**src/rtl/sv39_ptw.sv**
```systemverilog
// Sv39 hardware page-table walker.
// Walks the 3-level Sv39 table for one TLB miss at a time. It issues one 8-byte PTE read per
// level, checks each returned PTE and reports a compact leaf PTE with its level, or a fault.
// Ports:
//   CLK, RST                    clock, synchronous active-high reset
//   req_*                       walk request from the TLB-miss arbiter (valid/ready)
//   flush                       kill any walk in progress and drop any pending result
//   mem_req_* / mem_resp_*      PTE read port towards L2 (at most one read outstanding)
//   resp_*                      walk result towards the TLB (valid/ready)
// Small PTE layout (resp_pte): {ppn[26:0], d, a, g, u, x, w, r, v}.
module sv39_ptw #(
  parameter int unsigned VA_WIDTH   = 39,
  parameter int unsigned PA_WIDTH   = 39,
  parameter int unsigned ASID_WIDTH = 16
) (
  input  logic                    CLK,
  input  logic                    RST,
  input  logic                    req_valid,
  output logic                    req_ready,
  input  logic [VA_WIDTH-13:0]    req_vpn,
  input  logic [ASID_WIDTH-1:0]   req_asid,
  input  logic [PA_WIDTH-13:0]    req_root_ppn,
  input  logic                    flush,
  output logic                    mem_req_valid,
  input  logic                    mem_req_ready,
  output logic [PA_WIDTH-1:0]     mem_req_pa,
  input  logic                    mem_resp_valid,
  input  logic [63:0]             mem_resp_pte,
  output logic                    resp_valid,
  input  logic                    resp_ready,
  output logic [VA_WIDTH-13:0]    resp_vpn,
  output logic [ASID_WIDTH-1:0]   resp_asid,
  output logic [PA_WIDTH-5:0]     resp_pte,
  output logic [1:0]              resp_level,
  output logic                    resp_page_fault,
  output logic                    resp_access_fault
);

  localparam int unsigned VpnW = VA_WIDTH - 12;
  localparam int unsigned PpnW = PA_WIDTH - 12;

  typedef enum logic [1:0] {StIdle, StMreq, StMwait, StResp} state_e;

  state_e                state_q, state_d;
  logic                  kill_q, kill_d;
  logic [1:0]            level_q, level_d;
  logic [PpnW-1:0]       table_ppn_q, table_ppn_d;
  logic [VpnW-1:0]       vpn_q, vpn_d;
  logic [ASID_WIDTH-1:0] asid_q, asid_d;
  logic                  req_ready_q, req_ready_d;
  logic                  mem_req_valid_q, mem_req_valid_d;
  logic [PA_WIDTH-1:0]   mem_req_pa_q, mem_req_pa_d;
  logic                  resp_valid_q, resp_valid_d;
  logic [VpnW-1:0]       resp_vpn_q, resp_vpn_d;
  logic [ASID_WIDTH-1:0] resp_asid_q, resp_asid_d;
  logic [PpnW+7:0]       resp_pte_q, resp_pte_d;
  logic [1:0]            resp_level_q, resp_level_d;
  logic                  resp_pf_q, resp_pf_d;
  logic                  resp_af_q, resp_af_d;

  // Decoded fields of the returned PTE.
  logic            pte_v, pte_r, pte_w, pte_x;
  logic            chk_pf, chk_af, chk_leaf, chk_misaligned;
  logic [PpnW-1:0] pte_ppn;
  logic            unused_rsw;

  assign pte_v      = mem_resp_pte[0];
  assign pte_r      = mem_resp_pte[1];
  assign pte_w      = mem_resp_pte[2];
  assign pte_x      = mem_resp_pte[3];
  assign pte_ppn    = mem_resp_pte[10 +: PpnW];
  assign unused_rsw = ^mem_resp_pte[9:8];

  // N, PBMT and reserved bits live in [63:54].
  assign chk_pf   = ~pte_v | (~pte_r & pte_w) | (|mem_resp_pte[63:54]);
  // PPN2 bits above the 27-bit physical PPN.
  assign chk_af   = |mem_resp_pte[53:37];
  assign chk_leaf = pte_r | pte_x;
  assign chk_misaligned = ((level_q == 2'd2) && (|mem_resp_pte[27:10])) ||
                          ((level_q == 2'd1) && (|mem_resp_pte[18:10]));

  function automatic logic [8:0] vpn_slice(input logic [VpnW-1:0] vpn, input logic [1:0] lvl);
    case (lvl)
      2'd2:    vpn_slice = vpn[26:18];
      2'd1:    vpn_slice = vpn[17:9];
      default: vpn_slice = vpn[8:0];
    endcase
  endfunction

  always_comb begin
    state_d         = state_q;
    kill_d          = kill_q;
    level_d         = level_q;
    table_ppn_d     = table_ppn_q;
    vpn_d           = vpn_q;
    asid_d          = asid_q;
    req_ready_d     = req_ready_q;
    mem_req_valid_d = mem_req_valid_q;
    mem_req_pa_d    = mem_req_pa_q;
    resp_valid_d    = resp_valid_q;
    resp_vpn_d      = resp_vpn_q;
    resp_asid_d     = resp_asid_q;
    resp_pte_d      = resp_pte_q;
    resp_level_d    = resp_level_q;
    resp_pf_d       = resp_pf_q;
    resp_af_d       = resp_af_q;

    unique case (state_q)
      StIdle: begin
        // A flush in the same cycle as the handshake cancels the request.
        if (req_valid && !flush) begin
          vpn_d           = req_vpn;
          asid_d          = req_asid;
          level_d         = 2'd2;
          table_ppn_d     = req_root_ppn;
          req_ready_d     = 1'b0;
          mem_req_valid_d = 1'b1;
          mem_req_pa_d    = {req_root_ppn, vpn_slice(req_vpn, 2'd2), 3'b000};
          state_d         = StMreq;
        end
      end
      StMreq: begin
        if (mem_req_ready) begin
          // Read is committed; a simultaneous flush must still absorb its data.
          mem_req_valid_d = 1'b0;
          kill_d          = flush;
          state_d         = StMwait;
        end else if (flush) begin
          mem_req_valid_d = 1'b0;
          req_ready_d     = 1'b1;
          state_d         = StIdle;
        end
      end
      StMwait: begin
        if (flush) kill_d = 1'b1;
        if (mem_resp_valid) begin
          if (kill_q || flush) begin
            kill_d      = 1'b0;
            req_ready_d = 1'b1;
            state_d     = StIdle;
          end else if (!chk_pf && !chk_af && !chk_leaf && (level_q != 2'd0)) begin
            level_d         = level_q - 2'd1;
            table_ppn_d     = pte_ppn;
            mem_req_valid_d = 1'b1;
            mem_req_pa_d    = {pte_ppn, vpn_slice(vpn_q, level_q - 2'd1), 3'b000};
            state_d         = StMreq;
          end else begin
            resp_valid_d = 1'b1;
            resp_vpn_d   = vpn_q;
            resp_asid_d  = asid_q;
            resp_level_d = level_q;
            resp_af_d    = ~chk_pf & chk_af;
            // Remaining cases are all page faults: bad encoding, misaligned superpage,
            // or a pointer at level 0.
            resp_pf_d    = chk_pf | (~chk_af & (chk_leaf ? chk_misaligned : 1'b1));
            resp_pte_d   = '0;
            if (!chk_pf && !chk_af && chk_leaf && !chk_misaligned) begin
              resp_pte_d = {pte_ppn, mem_resp_pte[7:0]};
            end
            state_d = StResp;
          end
        end
      end
      StResp: begin
        if (flush || resp_ready) begin
          resp_valid_d = 1'b0;
          req_ready_d  = 1'b1;
          state_d      = StIdle;
        end
      end
      default: state_d = StIdle;
    endcase
  end

  always_ff @(posedge CLK) begin
    if (RST) begin
      state_q         <= StIdle;
      kill_q          <= 1'b0;
      level_q         <= 2'd0;
      table_ppn_q     <= '0;
      vpn_q           <= '0;
      asid_q          <= '0;
      req_ready_q     <= 1'b1;
      mem_req_valid_q <= 1'b0;
      mem_req_pa_q    <= '0;
      resp_valid_q    <= 1'b0;
      resp_vpn_q      <= '0;
      resp_asid_q     <= '0;
      resp_pte_q      <= '0;
      resp_level_q    <= 2'd0;
      resp_pf_q       <= 1'b0;
      resp_af_q       <= 1'b0;
    end else begin
      state_q         <= state_d;
      kill_q          <= kill_d;
      level_q         <= level_d;
      table_ppn_q     <= table_ppn_d;
      vpn_q           <= vpn_d;
      asid_q          <= asid_d;
      req_ready_q     <= req_ready_d;
      mem_req_valid_q <= mem_req_valid_d;
      mem_req_pa_q    <= mem_req_pa_d;
      resp_valid_q    <= resp_valid_d;
      resp_vpn_q      <= resp_vpn_d;
      resp_asid_q     <= resp_asid_d;
      resp_pte_q      <= resp_pte_d;
      resp_level_q    <= resp_level_d;
      resp_pf_q       <= resp_pf_d;
      resp_af_q       <= resp_af_d;
    end
  end

  assign req_ready         = req_ready_q;
  assign mem_req_valid     = mem_req_valid_q;
  assign mem_req_pa        = mem_req_pa_q;
  assign resp_valid        = resp_valid_q;
  assign resp_vpn          = resp_vpn_q;
  assign resp_asid         = resp_asid_q;
  assign resp_pte          = resp_pte_q;
  assign resp_level        = resp_level_q;
  assign resp_page_fault   = resp_pf_q;
  assign resp_access_fault = resp_af_q;

endmodule
```
**config.mk**
```make
export PLATFORM = sky130hd
export DESIGN_NAME = sv39_ptw
export DESIGN_NICKNAME = d
export VERILOG_FILES = /design/src/rtl/sv39_ptw.sv
export SDC_FILE = /design/constraint.sdc
export NUM_CORES = 1
export LEC_CHECK = 0
export ABC_AREA = 0
export ABC_CLOCK_PERIOD_IN_PS = 3100
export CAP_MARGIN = 10
export CORE_ASPECT_RATIO = 1.5
export CORE_UTILIZATION = 55
export CTS_CLUSTER_DIAMETER = 40
export DETAILED_ROUTE_END_ITERATION = 8
export DONT_BUFFER_PORTS = 1
export HOLD_SLACK_MARGIN = 0.03
export PLACE_DENSITY = 0.72
export SLEW_MARGIN = 20
export SYNTH_ARGS = -nofsm -noshare
export SYNTH_HDL_FRONTEND = slang
export SYNTH_SLANG_ARGS = --single-unit
```
**constraint.sdc**
```tcl
create_clock -name CLK -period 3.1 [get_ports CLK]
set_input_delay 0.62 -clock CLK [delete_from_list [all_inputs] [get_ports CLK]]
set_output_delay 0.62 -clock CLK [all_outputs]
set_load 0.005 [all_outputs]
```
==> reports/results.env <==
AREA.GROWTH.SYNTH_TO_FINAL_PCT=8.817
CTS_MAX_LEVEL=4
WIRE_LENGTH_OF_THE_FIRST_GLOBAL_ROUTING_PASS_UM=27390
VIAS_PER_CELL=6.306
ASYNC_FLOP_SHARE=0
SETUP_TNS_NS=0
FINISH.NET_COUNT=881
FINALWORSTSETUPSLACK_NS=0.8145
DIE_H_UM=140.4
SYN_AVG_CELL_AREA_UM2=9.052
VIA_COUNT=5701
START_KIND='input port'
GP_CONGESTION=0.7933
LAYOUT_CELLS_SIZED_ABOVE_1=0.1671
DIE_W_UM=94.27
CTS-HOLD-FIX-BUFFERS=0
POST_SYNTH_NUM_CELL_TYPES=46
ANTENNA_CELLS_INSERTED=0
POST-CTS-SETUP-BUFFERS=0
PLACEMENT.CELL_AREA_UM2=7069
WORST_SKEW_LATE_LATENCY_NS=0.43
NUMCTSBUFFERS=17
ANTENNA_FOUND_INITIAL=0
POSTSYNTH.TOPFLOPCELL='dfxtp_1'
POST-ROUTE-PERIOD-UTIL=0.7372
REG2REG_DEPTH=7
WORSTREG2REGSTART='level_q[0]'
FINAL_HOLD_VIOL_COUNT=0
POST-ROUTE-DRC-COUNT=0
FMAX_MHz=437.6
STATUS='finished, final reports clean'
CORE_UM2=12450
POST_SYNTH_MAIN_AREA_CONTRIBUTORS='dfxtp_1 48%, a21oi_1 8.6%, a21bo_2 6.3%'
FINAL-MAX-SLEW-VIOLATION-COUNT=0
CRIT_PATH_MAX_FANOUT=35
FINISH.INSTANCE_AREA_UM2=7644
LARGEST_NET_DEGREE_AT_THE_START_OF_GLOBAL_ROUTING=147
SYN_INST=776
CLK_PIN_SLEW_WORST_PATHS_NS=0.07
MOST_FREQUENT_CELL_AFTER_SYNTHESIS='dfxtp_1'
CRITICAL_PATH.REG2REG.ENDPOINT='resp_page_fault'
MOST_USED_STANDARD_CELLS_IN_THE_SYNTHESIZED_NETLIST='169 x dfxtp_1, 121 x a21oi_1, 101 x nand2_1, 61 x clkbuf_1, 55 x nand3_1'
HOLD-WORST-SLACK_NS=0.2683
RSZ0062_AT_GRT='false'
DP.FINAL_HPWL_UM=12390
WL_PER_CELL_UM=19.96
START_UTIL=0.5642
GRT_USE_TOTAL=0.2658
FINALNONFILLERCELLS=904
PLACEMENT.IO_BUFFERS=0
ROUTER_ITERATIONS_BEFORE_ANTENNA_REPAIR=5
POST_SYNTH_INSTANCE_AREA_UM2=7024
OVERFLOW_LEFT_AFTER_GLOBAL_ROUTING=0
PATH_TYPE_OF_THE_WORST_MIN_DELAY_PATH='input port to flop'
SYNTH_TOP_AREA_SHARE=0.4817
SETUP.WORST_PATH.START='mem_resp_pte[19]'
SETUP.WORST_PATH.END_CLASS='flop'
SYNTH-EDFF-COUNT=0
WORSTMARGINPINSLEW_NS=0.7008
CRITICALPATHCATEGORY='input port to flop'
CTS_ROOT_BUF='clkbuf_16'
CLKSINKCOUNT=169
FINAL_ANT_VIOL_NETS=0
MAXCAPVIOLATIONS=0
CRITPATHCAPTURE='resp_pte[16]'
FINALCLOCKSKEW_NS=0.009109
SETUP_VIOL_COUNT_FINAL=0
SYNTH.FF_LATCH_COUNT=169
ROWS=50
YS_SEQ_AREA_FRAC=0.4817
CELL_TAKING_THE_MOST_AREA_AFTER_SYNTHESIS='dfxtp_1'
TIMING.MAX_SLEW.REL_SLACK=0.5328
DIEAREA_UM2=13240
VIA_COUNT_OF_THE_FIRST_GLOBAL_ROUTING_PASS=5278
CLOCK_PATH_BUFFERS=2
NUM_IO_PINS=265
MAXIMUM_RESISTIVE_DROP_ON_VDD_mV=0.3078
DRT_WL_TOTAL_UM=18050
PRECTSSETUPSLACK_NS=0.3977
POSTCTSRESIZEDCELLS=0
POST-PLACE-CELLS=872
POWER.STATIC_LEAKAGE_uW=0.002601
SYNTHESIS.YOSYS.WARNINGS=0
POWER_DENSITY_nW_PER_UM2=616.0
MIN_PERIOD_NS=2.285
CP_DATA_REQUIRED_TIME_NS=3.47
TRITONCTS_CLOCK_TREE='yes'
DR.FIRST_ITER.DRC_COUNT=218
R2R_SLACK_NS=0.84
ARRIVAL_NS=2.65
==> layout by cell type (no fill, tap or decap), types with 10 or more instances in the layout <==
master	netlist	routed
a211oi_1	29	29
a21bo_2	44	44
a21oi_1	121	120
a22o_2	27	27
a311oi_1	10	10
buf_4	3	11
clkbuf_16	0	17
dfxtp_1	169	169
mux2i_1	28	28
nand2_1	101	101
nand2b_1	16	16
nand3_1	55	55
nor2_1	17	16
o21ai_0	16	16
==> worst max-delay path, cell delays in order <==
cell	delay (ns)
or4_1	0.55
o41ai_1	0.40
buf_4	0.20
o221ai_1	0.17
nor4_4	0.31
buf_12	0.23
a22o_2	0.16
==> flip-flops by register name (all words and copies together), names as in the netlist, 2 cells and up <==
| name | count |
|---|---|
| resp_vpn | 27 |
| vpn_q | 27 |
| resp_pte | 35 |
| resp_level | 2 |
| resp_asid | 16 |
| asid_q | 16 |
| state_q | 2 |
| level_q | 2 |
| mem_req_pa | 36 |
==> stage by stage <==
stage	util	power [µW]
after global routing	0.6140	4885
after detailed placement	0.5678	2713
after CTS	0.6140	4750
after global placement	0.5678	2701
after floorplan	-	2640
final	0.6140	4709
==> kinds of logic (layout without fill, tap and decap cells) <==
kind of cell	Yosys count	count (layout)	share of synthesized area
compound gates	277	277	0.2779
fa+ha+maj	5	5	0.008906
buf+inv	80	50	0.04756
flops	169	169	0.4817
mux	28	28	0.03990
other cells	1	3	0.0005339
simple gates	216	216	0.1436
==> metal layers <==
layer / GRT usage / vias to the layer above / part of all wire
met5: 0 / - / 0
met4: 0.1279 / 0 / 0.030
met3: 0.07112 / 38 / 0.079
met2: 0.4615 / 236 / 0.52
met1: 0.2940 / 2713 / 0.37
li1: - / 2714 / -
==> report_power, final <==
group	internal, µW	switching (µW)
clock	1070	972
combinational	130	202
sequential	2250	77.5
==> area by class of cell <==
class / count / area [µm²]
tap: 156 / 195.2
clock inverter: 15 / 148.9
fill: 1059 / 4806
sequential: 169 / 3383
clock buffer: 17 / 425.4
inverter: 4 / 15.01
multi-input combinational: 529 / 3333
timing repair buffer: 14 / 142.6
==> worst min path at each step <==
stage | startpoint | end | slack [ns] | depth (start not counted)
global route | RST | resp_vpn[15] | 0.24 | 1
detailed placement | asid_q[6] | asid_q[6] | 0.44 | 2
finish | RST | resp_vpn[23] | 0.27 | 1
floorplan | asid_q[0] | asid_q[0] | 0.44 | 2
global placement | asid_q[0] | asid_q[0] | 0.44 | 2
CTS | RST | vpn_q[13] | 0.25 | 1
Power figures use the tool's default switching activity.
